`src/rtl/cpu_pkg.sv`:
```
// -----------------------------------------------------------------------------
// cpu_pkg
// Shared definitions for the CPU control path: control-FSM state encodings,
// 3-bit opcode constants, instruction width and the default instruction-queue
// depth.
// Contents:
//   state_t          4-bit FSM state encoding (S0 is the idle/issue state)
//   OP_*             opcode field values found in instruction bits [15:13]
//   INSTR_W          instruction word width
//   IQ_DEPTH         default instruction-queue depth
//   is_illegal_op()  true when a word carries the reserved opcode
// -----------------------------------------------------------------------------
package cpu_pkg;

    localparam int INSTR_W  = 16;
    localparam int IQ_DEPTH = 4;

    typedef enum logic [3:0] {
        S0        = 4'b0000,
        S1        = 4'b0001,
        ST_LOAD   = 4'b0010,
        ST_MOV    = 4'b0011,
        ST_LDPC   = 4'b0100,
        ST_BRANCH = 4'b0101,
        ST_SUB0   = 4'b0110,
        ST_SUB1   = 4'b0111,
        ST_SUB2   = 4'b1000,
        ST_ADD0   = 4'b1001,
        ST_ADD1   = 4'b1010,
        ST_ADD2   = 4'b1011,
        ST_XOR0   = 4'b1100,
        ST_XOR1   = 4'b1101,
        ST_XOR2   = 4'b1110
    } state_t;

    localparam logic [2:0] OP_LOAD    = 3'b000;
    localparam logic [2:0] OP_MOV     = 3'b001;
    localparam logic [2:0] OP_ADD     = 3'b010;
    localparam logic [2:0] OP_SUB     = 3'b011;
    localparam logic [2:0] OP_XOR     = 3'b100;
    localparam logic [2:0] OP_LDPC    = 3'b101;
    localparam logic [2:0] OP_BRANCH  = 3'b110;
    localparam logic [2:0] OP_ILLEGAL = 3'b111;

    function automatic logic is_illegal_op(input logic [INSTR_W-1:0] word);
        return word[INSTR_W-1 -: 3] == OP_ILLEGAL;
    endfunction

endpackage

```
`src/rtl/instr_queue_if.sv`:
```
// -----------------------------------------------------------------------------
// instr_queue_if
// Bundles the instruction-queue signals: the upstream push handshake, the
// control-FSM state/flush inputs and the issue outputs.
// Signals:
//   in_valid  / in_instr / in_ready  upstream push handshake
//   state                            current control-FSM state
//   flush                            discard all queued words
//   instr / new_instr                issued word and issue request
//   count                            number of queued entries
//   illegal                          sticky reserved-opcode flag
// Modports: master (environment side), slave (queue side).
// -----------------------------------------------------------------------------
interface instr_queue_if
    import cpu_pkg::*;
#(
    parameter int DEPTH = IQ_DEPTH
);
    localparam int CNT_W = $clog2(DEPTH) + 1;

    logic               in_valid;
    logic [INSTR_W-1:0] in_instr;
    logic               in_ready;
    logic [3:0]         state;
    logic               flush;
    logic [INSTR_W-1:0] instr;
    logic               new_instr;
    logic [CNT_W-1:0]   count;
    logic               illegal;

    modport master (
        output in_valid, in_instr, state, flush,
        input  in_ready, instr, new_instr, count, illegal
    );

    modport slave (
        input  in_valid, in_instr, state, flush,
        output in_ready, instr, new_instr, count, illegal
    );

endinterface

```
`src/rtl/iq_fifo.sv`:
```
// -----------------------------------------------------------------------------
// iq_fifo
// Storage for the instruction queue: RAM array, head/tail pointers and the
// entry count. DEPTH must be a power of two so the pointers wrap naturally.
// Ports:
//   clock, resetn   clock and asynchronous active-low reset
//   push, wdata     write wdata at the tail (ignored when full or flushing)
//   pop             advance the head (ignored when empty or flushing)
//   flush           empty the queue; overrides push and pop
//   head_data       word at the head of the queue
//   count           queued entries, 0..DEPTH
// -----------------------------------------------------------------------------
module iq_fifo
    import cpu_pkg::*;
#(
    parameter int DEPTH  = IQ_DEPTH,
    parameter int DATA_W = INSTR_W,
    localparam int PTR_W = $clog2(DEPTH),
    localparam int CNT_W = PTR_W + 1
) (
    input  logic              clock,
    input  logic              resetn,
    input  logic              push,
    input  logic [DATA_W-1:0] wdata,
    input  logic              pop,
    input  logic              flush,
    output logic [DATA_W-1:0] head_data,
    output logic [CNT_W-1:0]  count
);
    localparam logic [CNT_W-1:0] DEPTH_C = CNT_W'(DEPTH);

    logic [DATA_W-1:0] mem [DEPTH];
    logic [PTR_W-1:0]  head_p0;
    logic [PTR_W-1:0]  tail_p0;
    logic [CNT_W-1:0]  count_p0;
    logic              do_push;
    logic              do_pop;

    // Guard against overflow/underflow locally so count stays in 0..DEPTH
    // whatever the caller drives.
    always_comb begin
        do_push = push && !flush && (count_p0 < DEPTH_C);
        do_pop  = pop  && !flush && (count_p0 != '0);
    end

    // Data array carries no reset; only pointers and count are control.
    always_ff @(posedge clock) begin
        if (do_push) begin
            mem[tail_p0] <= wdata;
        end
    end

    always_ff @(posedge clock or negedge resetn) begin
        if (!resetn) begin
            head_p0  <= '0;
            tail_p0  <= '0;
            count_p0 <= '0;
        end else if (flush) begin
            head_p0  <= '0;
            tail_p0  <= '0;
            count_p0 <= '0;
        end else begin
            if (do_push) begin
                tail_p0 <= tail_p0 + PTR_W'(1);
            end
            if (do_pop) begin
                head_p0 <= head_p0 + PTR_W'(1);
            end
            case ({do_push, do_pop})
                2'b10:   count_p0 <= count_p0 + CNT_W'(1);
                2'b01:   count_p0 <= count_p0 - CNT_W'(1);
                default: count_p0 <= count_p0;
            endcase
        end
    end

    assign head_data = mem[head_p0];
    assign count     = count_p0;

endmodule

```
`src/rtl/instr_queue.sv`:
```
// -----------------------------------------------------------------------------
// instr_queue
// Instruction prefetch queue in front of the control FSM. Words pushed by the
// upstream fetch logic are held in FIFO order and issued one at a time while
// the FSM sits in S0; the issued word is registered and stays stable for the
// whole execution sequence that follows.
// Ports:
//   clock    sole clock, rising edge
//   resetn   asynchronous active-low reset
//   q        instr_queue_if.slave: in_valid/in_instr/in_ready, state, flush,
//            instr, new_instr, count, illegal
// Configuration:
//   IQ_BYPASS_EN  when defined, a word offered to an empty queue while the FSM
//                 is in S0 is issued on the same edge without being queued.
// -----------------------------------------------------------------------------
module instr_queue
    import cpu_pkg::*;
#(
    parameter int DEPTH = IQ_DEPTH,
    localparam int CNT_W = $clog2(DEPTH) + 1
) (
    input  logic         clock,
    input  logic         resetn,
    instr_queue_if.slave q
);
    localparam logic [CNT_W-1:0] DEPTH_C = CNT_W'(DEPTH);

    logic [INSTR_W-1:0] fifo_head;
    logic [CNT_W-1:0]   fifo_count;
    logic               queue_issue;
    logic               bypass;
    logic               fifo_push;
    logic               issue_fire;
    logic [INSTR_W-1:0] issue_word;
    logic [INSTR_W-1:0] instr_p0;
    logic               illegal_p0;

    always_comb begin
        queue_issue = (fifo_count != '0) && (q.state == S0);
`ifdef IQ_BYPASS_EN
        // Empty queue and idle FSM: hand the offered word straight to the
        // issue register instead of spending a cycle in the RAM.
        bypass = (fifo_count == '0) && (q.state == S0) && q.in_valid && !q.flush;
`else
        bypass = 1'b0;
`endif
        fifo_push  = q.in_valid && q.in_ready && !bypass;
        // Flush wins over issue, so the issue register is left untouched.
        issue_fire = (queue_issue || bypass) && !q.flush;
        issue_word = bypass ? q.in_instr : fifo_head;
    end

    iq_fifo #(
        .DEPTH  (DEPTH),
        .DATA_W (INSTR_W)
    ) u_fifo (
        .clock     (clock),
        .resetn    (resetn),
        .push      (fifo_push),
        .wdata     (q.in_instr),
        .pop       (queue_issue),
        .flush     (q.flush),
        .head_data (fifo_head),
        .count     (fifo_count)
    );

    // Issue register: loads only on an issue so instr holds between issues.
    always_ff @(posedge clock or negedge resetn) begin
        if (!resetn) begin
            instr_p0   <= '0;
            illegal_p0 <= 1'b0;
        end else if (issue_fire) begin
            instr_p0 <= issue_word;
            if (is_illegal_op(issue_word)) begin
                illegal_p0 <= 1'b1;
            end
        end
    end

    assign q.in_ready  = (fifo_count < DEPTH_C) && !q.flush;
    assign q.new_instr = queue_issue || bypass;
    assign q.count     = fifo_count;
    assign q.instr     = instr_p0;
    assign q.illegal   = illegal_p0;

endmodule

```
`src/flat_wrapper.sv`:
```
// flat-port wrapper written by rule: the top's interface ports become plain ports
module instr_queue_flat import cpu_pkg::*;
#(
    parameter int DEPTH = IQ_DEPTH,
    localparam int CNT_W = $clog2(DEPTH) + 1
)
  (clock, resetn, q_in_valid, q_in_instr, q_state, q_flush, q_in_ready, q_instr, q_new_instr, q_count, q_illegal);
  instr_queue_if #(.DEPTH(DEPTH)) q_i ();
  input  logic clock;
  input  logic resetn;
  input wire logic [$bits(q_i.in_valid)-1:0] q_in_valid;
  input wire logic [$bits(q_i.in_instr)-1:0] q_in_instr;
  input wire logic [$bits(q_i.state)-1:0] q_state;
  input wire logic [$bits(q_i.flush)-1:0] q_flush;
  output wire logic [$bits(q_i.in_ready)-1:0] q_in_ready;
  output wire logic [$bits(q_i.instr)-1:0] q_instr;
  output wire logic [$bits(q_i.new_instr)-1:0] q_new_instr;
  output wire logic [$bits(q_i.count)-1:0] q_count;
  output wire logic [$bits(q_i.illegal)-1:0] q_illegal;
  assign q_i.in_valid = q_in_valid;
  assign q_i.in_instr = q_in_instr;
  assign q_i.state = q_state;
  assign q_i.flush = q_flush;
  assign q_in_ready = q_i.in_ready;
  assign q_instr = q_i.instr;
  assign q_new_instr = q_i.new_instr;
  assign q_count = q_i.count;
  assign q_illegal = q_i.illegal;
  instr_queue #(.DEPTH(DEPTH)) u_core (.clock(clock), .resetn(resetn), .q(q_i));
endmodule
```
`config.mk`:
```
export PLATFORM = sky130hd
export DESIGN_NAME = instr_queue_flat
export DESIGN_NICKNAME = d
export VERILOG_FILES = /design/src/rtl/cpu_pkg.sv /design/src/rtl/instr_queue_if.sv /design/src/rtl/iq_fifo.sv /design/src/rtl/instr_queue.sv /design/src/flat_wrapper.sv
export SDC_FILE = /design/constraint.sdc
export NUM_CORES = 1
export LEC_CHECK = 0
export BUFFER_PORTS_ARGS = -buffer_cell sky130_fd_sc_hd__buf_4
export CAP_MARGIN = 20
export CELL_PAD_IN_SITES_DETAIL_PLACEMENT = 1
export CELL_PAD_IN_SITES_GLOBAL_PLACEMENT = 1
export CORE_MARGIN = 10
export CORE_UTILIZATION = 53
export DETAILED_ROUTE_END_ITERATION = 8
export GPL_TIMING_DRIVEN = 0
export HOLD_SLACK_MARGIN = 0.06
export PLACE_DENSITY_LB_ADDON = 0.1
export SLEW_MARGIN = 10
export SYNTH_ARGS = -nofsm -noshare
export SYNTH_HDL_FRONTEND = slang
export SYNTH_SLANG_ARGS = --single-unit
```
`constraint.sdc`:
```
create_clock -name clock -period 3.6 [get_ports clock]
set_clock_uncertainty 0.15 [all_clocks]
set_input_delay 0.54 -clock clock [delete_from_list [all_inputs] [get_ports clock]]
set_output_delay 0.54 -clock clock [all_outputs]
set_load 0.005 [all_outputs]
```
==> out/results.ini, run 1 <==
[synthesis]
ys_top_cells_by_area=edfxtp_1 55%, dfrtp_1 17%, mux4_2 10%, mux2_4 3.9%, mux2_2 2.6%
synth-seq-cells=88
synth_top_cell_by_area=edfxtp_1
syn_inst=168
synth_ff_type=edfxtp_1
syn_area_per_cell_um2=20.7
synthSimpleGateAreaFrac_pct=4.36
synth_top_area_share_pct=55.4
synthXorXnorAreaFrac_pct=1.01
yosys.cell_types.count=32
synth_mux_area_share_pct=17.2
yosys_warnings=0
syn_nets=197
async_flop_share_pct=27.3
synth.cell_area_um2=3470
synth_edf_count=64
synth_top_family_by_area=multiplexers
synth_common_cells=64 x edfxtp_1, 24 x dfrtp_1, 16 x mux4_2
synthAdderAreaFrac_pct=2.02
synth_compound_area_share_pct=1.08
yosysMostFrequentCell=edfxtp_1
synth_seq_area_share_pct=72.7

[clock_tree]
numCtsBuffers=9
clk_pin_slew_ns=0.09
cts_htree_levels=3
cts.repair.resized=0
cts_max_path_buffers=2
clk_latency_ns=0.34
cts_tree=yes
cts_root_buffer=clkbuf_8
cts.sinks=88

[sta]
fin_crit_ns=2.51
rsz0062_at_grt=no
fmax_ghz=0.398
hold_viol=0
worstMarginPinSlew_ns=0.910
slew_headroom_pct=39.3
fin_crit_sh_pct=69.8
finalSetupViolations=0
tns_ns=0
drv_slew=0

[worst_setup_path]
path_class=reg2out
reg2reg_to=u_core.u_fifo.count[2]
crit_family=simple AND/OR/NAND/NOR gates
crit_chain=nor3_1 -> nor2_4 -> buf_4
r2r_setup_slack_ns=1.13
path_buf_inv=1
cp.required_ns=2.91
rr_startpoint=u_core.u_fifo.count[2]
rr_worst_depth=6
end_kind=primary output
cp_data_arrival_time_ns=1.82
path_depth=3
max_stage_delay_ns=0.76
path_max_fanout=7
critPathSlowestCell=nor3_1
worst_setup_path_start_kind=register

[min_path]
hp-start=q_in_instr[6]
min_delay_worst_endpoint=u_core.u_fifo.mem[0][6]
hp-class=in2reg
hold_depth=1

[die]
start_util_pct=54.7
die_x_um=101
dieArea_um2=10200
core_area_um2=6350
die_h_um=101
std_cell_rows=29
ios=46

[grt]
grt_pass1_wl_mm=11.0
grt_max_degree=25
grt_usage_pct=14.4
grt_pass1_vias=2066
overflow=0
antenna_found_initial=0

[layout]
seq_area_um2=2520
multiInputGateArea_um2=890
final_core_util_pct=65.0
nFillCells=538
fin_nets=254
drive_above_1_share_pct=44.3
syn_to_final_growth_pct=18.9
num_antenna_cells=0

[detailed_routing]
ant_nets=0
avgViaCountPerCell=5.61
via_count=1722
drt-total-wl_mm=6.62
drcViolationCount=0
routedWlPerCell_um=21.6
firstDrtPassIters=4
drt_iter0_drc=35

[pwr]
peakVddDrop_uv=322
power_leakage_nw=1.57
powerDensity_nw_per_um2=507

[placement]
dp_hpwl_mm=4.22
gp_congestion=0.799
place.port_buffers=45

[job]
max_cap_viol_count=0

[status]
outcome=finished, final reports clean

## cells by family after synthesis
| group | count (synthesis) |
|---|---|
| XOR/XNOR | 4 |
| flip-flops | 88 |
| adder cells (fa/ha/maj) | 5 |
| AND/OR/NAND/NOR | 23 |
| buffers and inverters | 9 |
| AO/OA/AOI/OAI | 5 |
| multiplexers | 34 |
## sequential cells by signal (all words and copies together) (netlist names)
name	count
u_core.u_fifo.count	3
u_core.u_fifo.head_p0	2
u_core.q.illegal	1
u_core.u_fifo.mem	64
u_core.u_fifo.tail_p0	2
u_core.q.instr	16
## cell type report
type / instances / area share [%]
Tap cell: 77 / 2.33
Buffer: 7 / 1.24
Inverter: 2 / 0.182
Multi-Input combinational cell: 71 / 21.6
Clock buffer: 11 / 3.18
Clock inverter: 5 / 1.97
Sequential cell: 88 / 61.1
Timing Repair Buffer: 46 / 8.43
## power breakdown
part | switching (mW) | total, mW | internal [mW]
Clock | 0.333 | 0.725 | 0.392
Sequential | 0.0276 | 1.18 | 1.15
Combinational | 0.0787 | 0.191 | 0.112
## per-layer routing
metal / vias up / wire length, um / track usage [%]
met3: 6 / 346 / 5.69
met1: 899 / 2780 / 17.5
met2: 44 / 3420 / 23.1
li1: 773 / - / -
met5: - / 0 / 0
met4: 0 / 75 / 4.50
## cell usage in the layout, fill, tap and decap left out
cell,instances
a31oi_1,1
a41o_2,1
and2_1,4
buf_2,2
buf_4,46
buf_6,1
buf_8,1
bufinv_16,2
clkbuf_1,4
clkbuf_8,9
clkinv_2,1
clkinv_4,1
clkinvlp_4,1
dfrtp_1,24
dlygate4sd3_1,1
edfxtp_1,64
fa_1,1
ha_1,4
inv_1,2
mux2_2,8
mux2_4,9
mux2i_1,1
mux4_2,16
nand2_1,2
nand2b_1,2
nor2_1,5
nor2_4,1
nor2b_1,2
nor3_1,2
nor3_4,1
nor3b_1,1
nor3b_2,1
nor4_1,1
o211ai_1,1
o21ai_0,1
o31ai_1,1
or4_4,1
xnor2_1,4
## through the flow
stage / instance area (um2) / setup WS (ns) / std cells / hold slack, ns / total power, mW
3_3_place_gp: 3910 / 0.969 / 290 / 0.298 / 1.38
5_1_grt: 4130 / 0.972 / 307 / 0.214 / 2.18
6_report: 4130 / 1.09 / 307 / 0.238 / 2.09
3_5_place_dp: 3910 / 0.922 / 290 / 0.319 / 1.39
2_1_floorplan: 3470 / 1.27 / 168 / 0.0944 / 1.28
4_1_cts: 4130 / 1.07 / 307 / 0.222 / 2.12
## worst max path at each step
stage	slack, ns	end	startpoint
2_1_floorplan	1.27	u_core.u_fifo.count[1]	q_state[1]
3_3_place_gp	0.97	u_core.q.instr[8]	q_state[1]
6_report	1.09	q_new_instr	u_core.u_fifo.count[2]
4_1_cts	1.07	q_new_instr	u_core.u_fifo.count[2]
5_1_grt	0.97	q_new_instr	u_core.u_fifo.count[2]
3_5_place_dp	0.92	u_core.q.instr[9]	q_state[1]
## timing repair
action	4_1_cts	5_1_grt
hold buffers	1	0
buffers inserted	0	0
hold endpoints to repair	24	0
## worst register-to-register path, cell delays in order, from the launching register on
cell     delay, ns
dfrtp_1       0.46
nor3_1        0.76
nor4_1        0.16
fa_1          0.46
nor3_1        0.20
nand2_1       0.07
a31oi_1       0.12
(Power assumes the default switching activity.)
==> run 2, diff against run 1 <==
--- a/config.mk
+++ b/config.mk
@@ -10,7 +10,7 @@
 export CELL_PAD_IN_SITES_DETAIL_PLACEMENT = 1
 export CELL_PAD_IN_SITES_GLOBAL_PLACEMENT = 1
 export CORE_MARGIN = 10
-export CORE_UTILIZATION = 53
+export CORE_UTILIZATION = 49
 export DETAILED_ROUTE_END_ITERATION = 8
 export GPL_TIMING_DRIVEN = 0
 export HOLD_SLACK_MARGIN = 0.06
==> constraint.sdc (replaced) <==
create_clock -name clock -period 2.4 [get_ports clock]
set_clock_uncertainty 0.15 [all_clocks]
set_input_delay 0.36 -clock clock [delete_from_list [all_inputs] [get_ports clock]]
set_output_delay 0.36 -clock clock [all_outputs]
set_load 0.005 [all_outputs]
==> run 2 against run 1 <==
Against the previous run: global-route usage decreased by 0.49 points; critical path depth increased by 1; total power increased by 49%; via count increased by 4.5%; non-clock buffer count increased by 16; sequential cell count unchanged; critical path type is now reg2reg; critical endpoint is now u_core.q.instr[12]; highest routed layer unchanged.
==> out/results.ini, run 2 (synthesized netlist as in run 1, its figures left out) <==
[status]
outcome=finished, final reports clean

[layout]
num_antenna_cells=0  ; unchanged
syn_to_final_growth_pct=24.7
fin_nets=270  ; +6.3%
final_common_cell=edfxtp_1
drive_above_1_share_pct=44.3  ; about the same
largest_reg_flops=64  ; unchanged
final_core_util_pct=63.3  ; -1.7 points
final_cell_mix=64 x edfxtp_1, 46 x buf_4, 24 x dfrtp_1
top_register=u_core.u_fifo.mem

[pwr]
powerDensity_nw_per_um2=721  ; +42%
power_leakage_nw=1.64  ; +4.5%
peakVddDrop_uv=405  ; +26%
combPwrFrac_pct=10.0  ; +0.9 points
internal_power_mw=2.42  ; +47%
p_clk_share_pct=33.4  ; -1.3 points
power_frac_seq_pct=56.6  ; +0.4 points
finalPower_mw=3.12  ; +49%
p_sw_share_pct=22.4  ; +1.4 points
p_sw_uw=700  ; +59%

[clock_tree]
clk_pin_slew_ns=0.09  ; about the same
cts_max_path_buffers=2  ; unchanged
cts.sinks=88  ; unchanged
cts_tree=yes
clk_latency_ns=0.36  ; +0.02 ns
numCtsBuffers=9  ; unchanged
cts_root_buffer=clkbuf_8
cts_setup_buffers=0  ; unchanged
cts_htree_levels=3  ; unchanged

[min_path]
hp-start=q_flush
hp-class=in2reg

[grt]
grt_max_degree=25  ; unchanged
antenna_found_initial=0  ; unchanged
grt_usage_pct=13.9  ; -0.49 points
grt_pass1_vias=2137  ; +3.4%
overflow=0  ; unchanged
grt_pass1_wl_mm=11.6  ; +5.3%

[worst_setup_path]
cp_data_arrival_time_ns=2.24  ; +0.42 ns
worst_setup_path_start_kind=register
end_kind=register
cp.required_ns=2.51  ; -0.40 ns
rr_startpoint=u_core.u_fifo.head_p0[0]
path_max_fanout=10  ; +3
path_class=reg2reg
cp-startpoint=u_core.u_fifo.head_p0[0]

[placement]
pre_cts_ws_ns=-0.0937  ; -1.02 ns
place.port_buffers=45  ; unchanged
gp_congestion=0.714  ; -11%
dp_hpwl_mm=4.61  ; +9.2%

[detailed_routing]
via_count=1800  ; +4.5%
wl_met2_mm=3.86  ; +13%
dr_wl_met3_um=279  ; -19%
routedWlPerCell_um=21.0  ; -2.9%
met1_length_mm=2.88  ; +3.5%
highest_layer=met4
firstDrtPassIters=4  ; unchanged
ant_nets=0  ; unchanged
avgViaCountPerCell=5.26  ; -6.2%
drt-total-wl_mm=7.17  ; +8.2%
drt_iter0_drc=50  ; +43%
drcViolationCount=0  ; unchanged

[die]
die_x_um=104  ; +3.2%
start_util_pct=50.8  ; -3.9 points
std_cell_rows=30  ; +3.4%
dieArea_um2=10800  ; +6.5%
die_h_um=104  ; +3.2%
core_area_um2=6830  ; +7.6%
ios=46  ; unchanged

[sta]
rsz0062_at_grt=no
fin_ws_ns=0.264  ; -0.824 ns
fmax_ghz=0.468
slew_headroom_pct=51.7  ; +12 points
fin_crit_sh_pct=89.0
worstMarginPinSlew_ns=0.724  ; -0.186 ns
finalSetupViolations=0  ; unchanged
whs_ns=0.214  ; -0.0246 ns
hold_viol=0  ; unchanged
drv_slew=0  ; unchanged
fin_crit_ns=2.14

[job]
max_cap_viol_count=0  ; unchanged

==> run 2: cell types whose count changed in the layout (fill, tap and decap cells not counted), moves of 2 or more <==
| cell | previous run | this run |
|---|---|---|
| dlygate4sd3_1 | 1 | 17 |
| and2_1 | 4 | 0 |
| and2_2 | 0 | 4 |
| clkbuf_1 | 4 | 2 |
==> run 2: per-layer routing <==
metal,vias up,track usage (%)
li1,799,-
met1,954,15.3
met2,35,24.1
met3,12,4.34
met4,0,6.06
met5,-,0
==> run 2: area by class of cell <==
cell class / count / area [um2]
Multi-Input combinational cell: 71 / 912
Timing Repair Buffer: 62 / 508
Clock inverter: 6 / 67.6
Fill cell: 626 / 2500
Clock buffer: 10 / 138
Buffer: 7 / 51.3
Sequential cell: 88 / 2520
Tap cell: 96 / 120
Inverter: 2 / 7.51
==> run 2: metrics by stage <==
| step | setup TNS (ns) | std cells | instance area (um2) |
|---|---|---|---|
| final | 0 | 342 | 4330 |
| after global routing | 0 | 342 | 4330 |
| after CTS | 0 | 342 | 4310 |
| after detailed placement | -2.69 | 309 | 3930 |
| after global placement | -0.381 | 309 | 3930 |
| after floorplan | 0 | 168 | 3470 |
==> run 2: power by group through the flow <==
| stage | clock [mW] | combinational, mW | sequential [mW] |
|---|---|---|---|
| 4_1_cts | 1.06 | 0.319 | 1.77 |
| 3_3_place_gp | 0 | 0.281 | 1.79 |
| 2_1_floorplan | 0 | 0.127 | 1.79 |
| 6_report | 1.04 | 0.313 | 1.77 |
| 3_5_place_dp | 0 | 0.295 | 1.80 |
| 5_1_grt | 1.13 | 0.344 | 1.78 |
==> run 2: repair_timing <==
action	CTS	global route
hold buffers	17	0
pin swaps	0	0
resized for setup	3	4
endpoints found under the hold margin	88	0
setup endpoints to repair	34	33
==> run 2: path summary, 6_finish.rpt <==
check | to | slack, ns | cells after the start
max | u_core.q.instr[12] | 0.26 | 4
min | u_core.u_fifo.tail_p0[1] | 0.21 | 4
max reg2reg | u_core.q.instr[12] | 0.26 | 4
min reg2reg | u_core.q.illegal | 0.35 | 1
max in group asynchronous | u_core.u_fifo.count[0] | 1.53 | 2
min in group asynchronous | u_core.q.instr[12] | 0.30 | 2
==> run 2: critical path, cell delays in order (launching register included) <==
cell and delay [ns]:
dfrtp_1 0.33, buf_2 0.30, buf_2 0.41, mux4_2 0.56, mux2_4 0.27
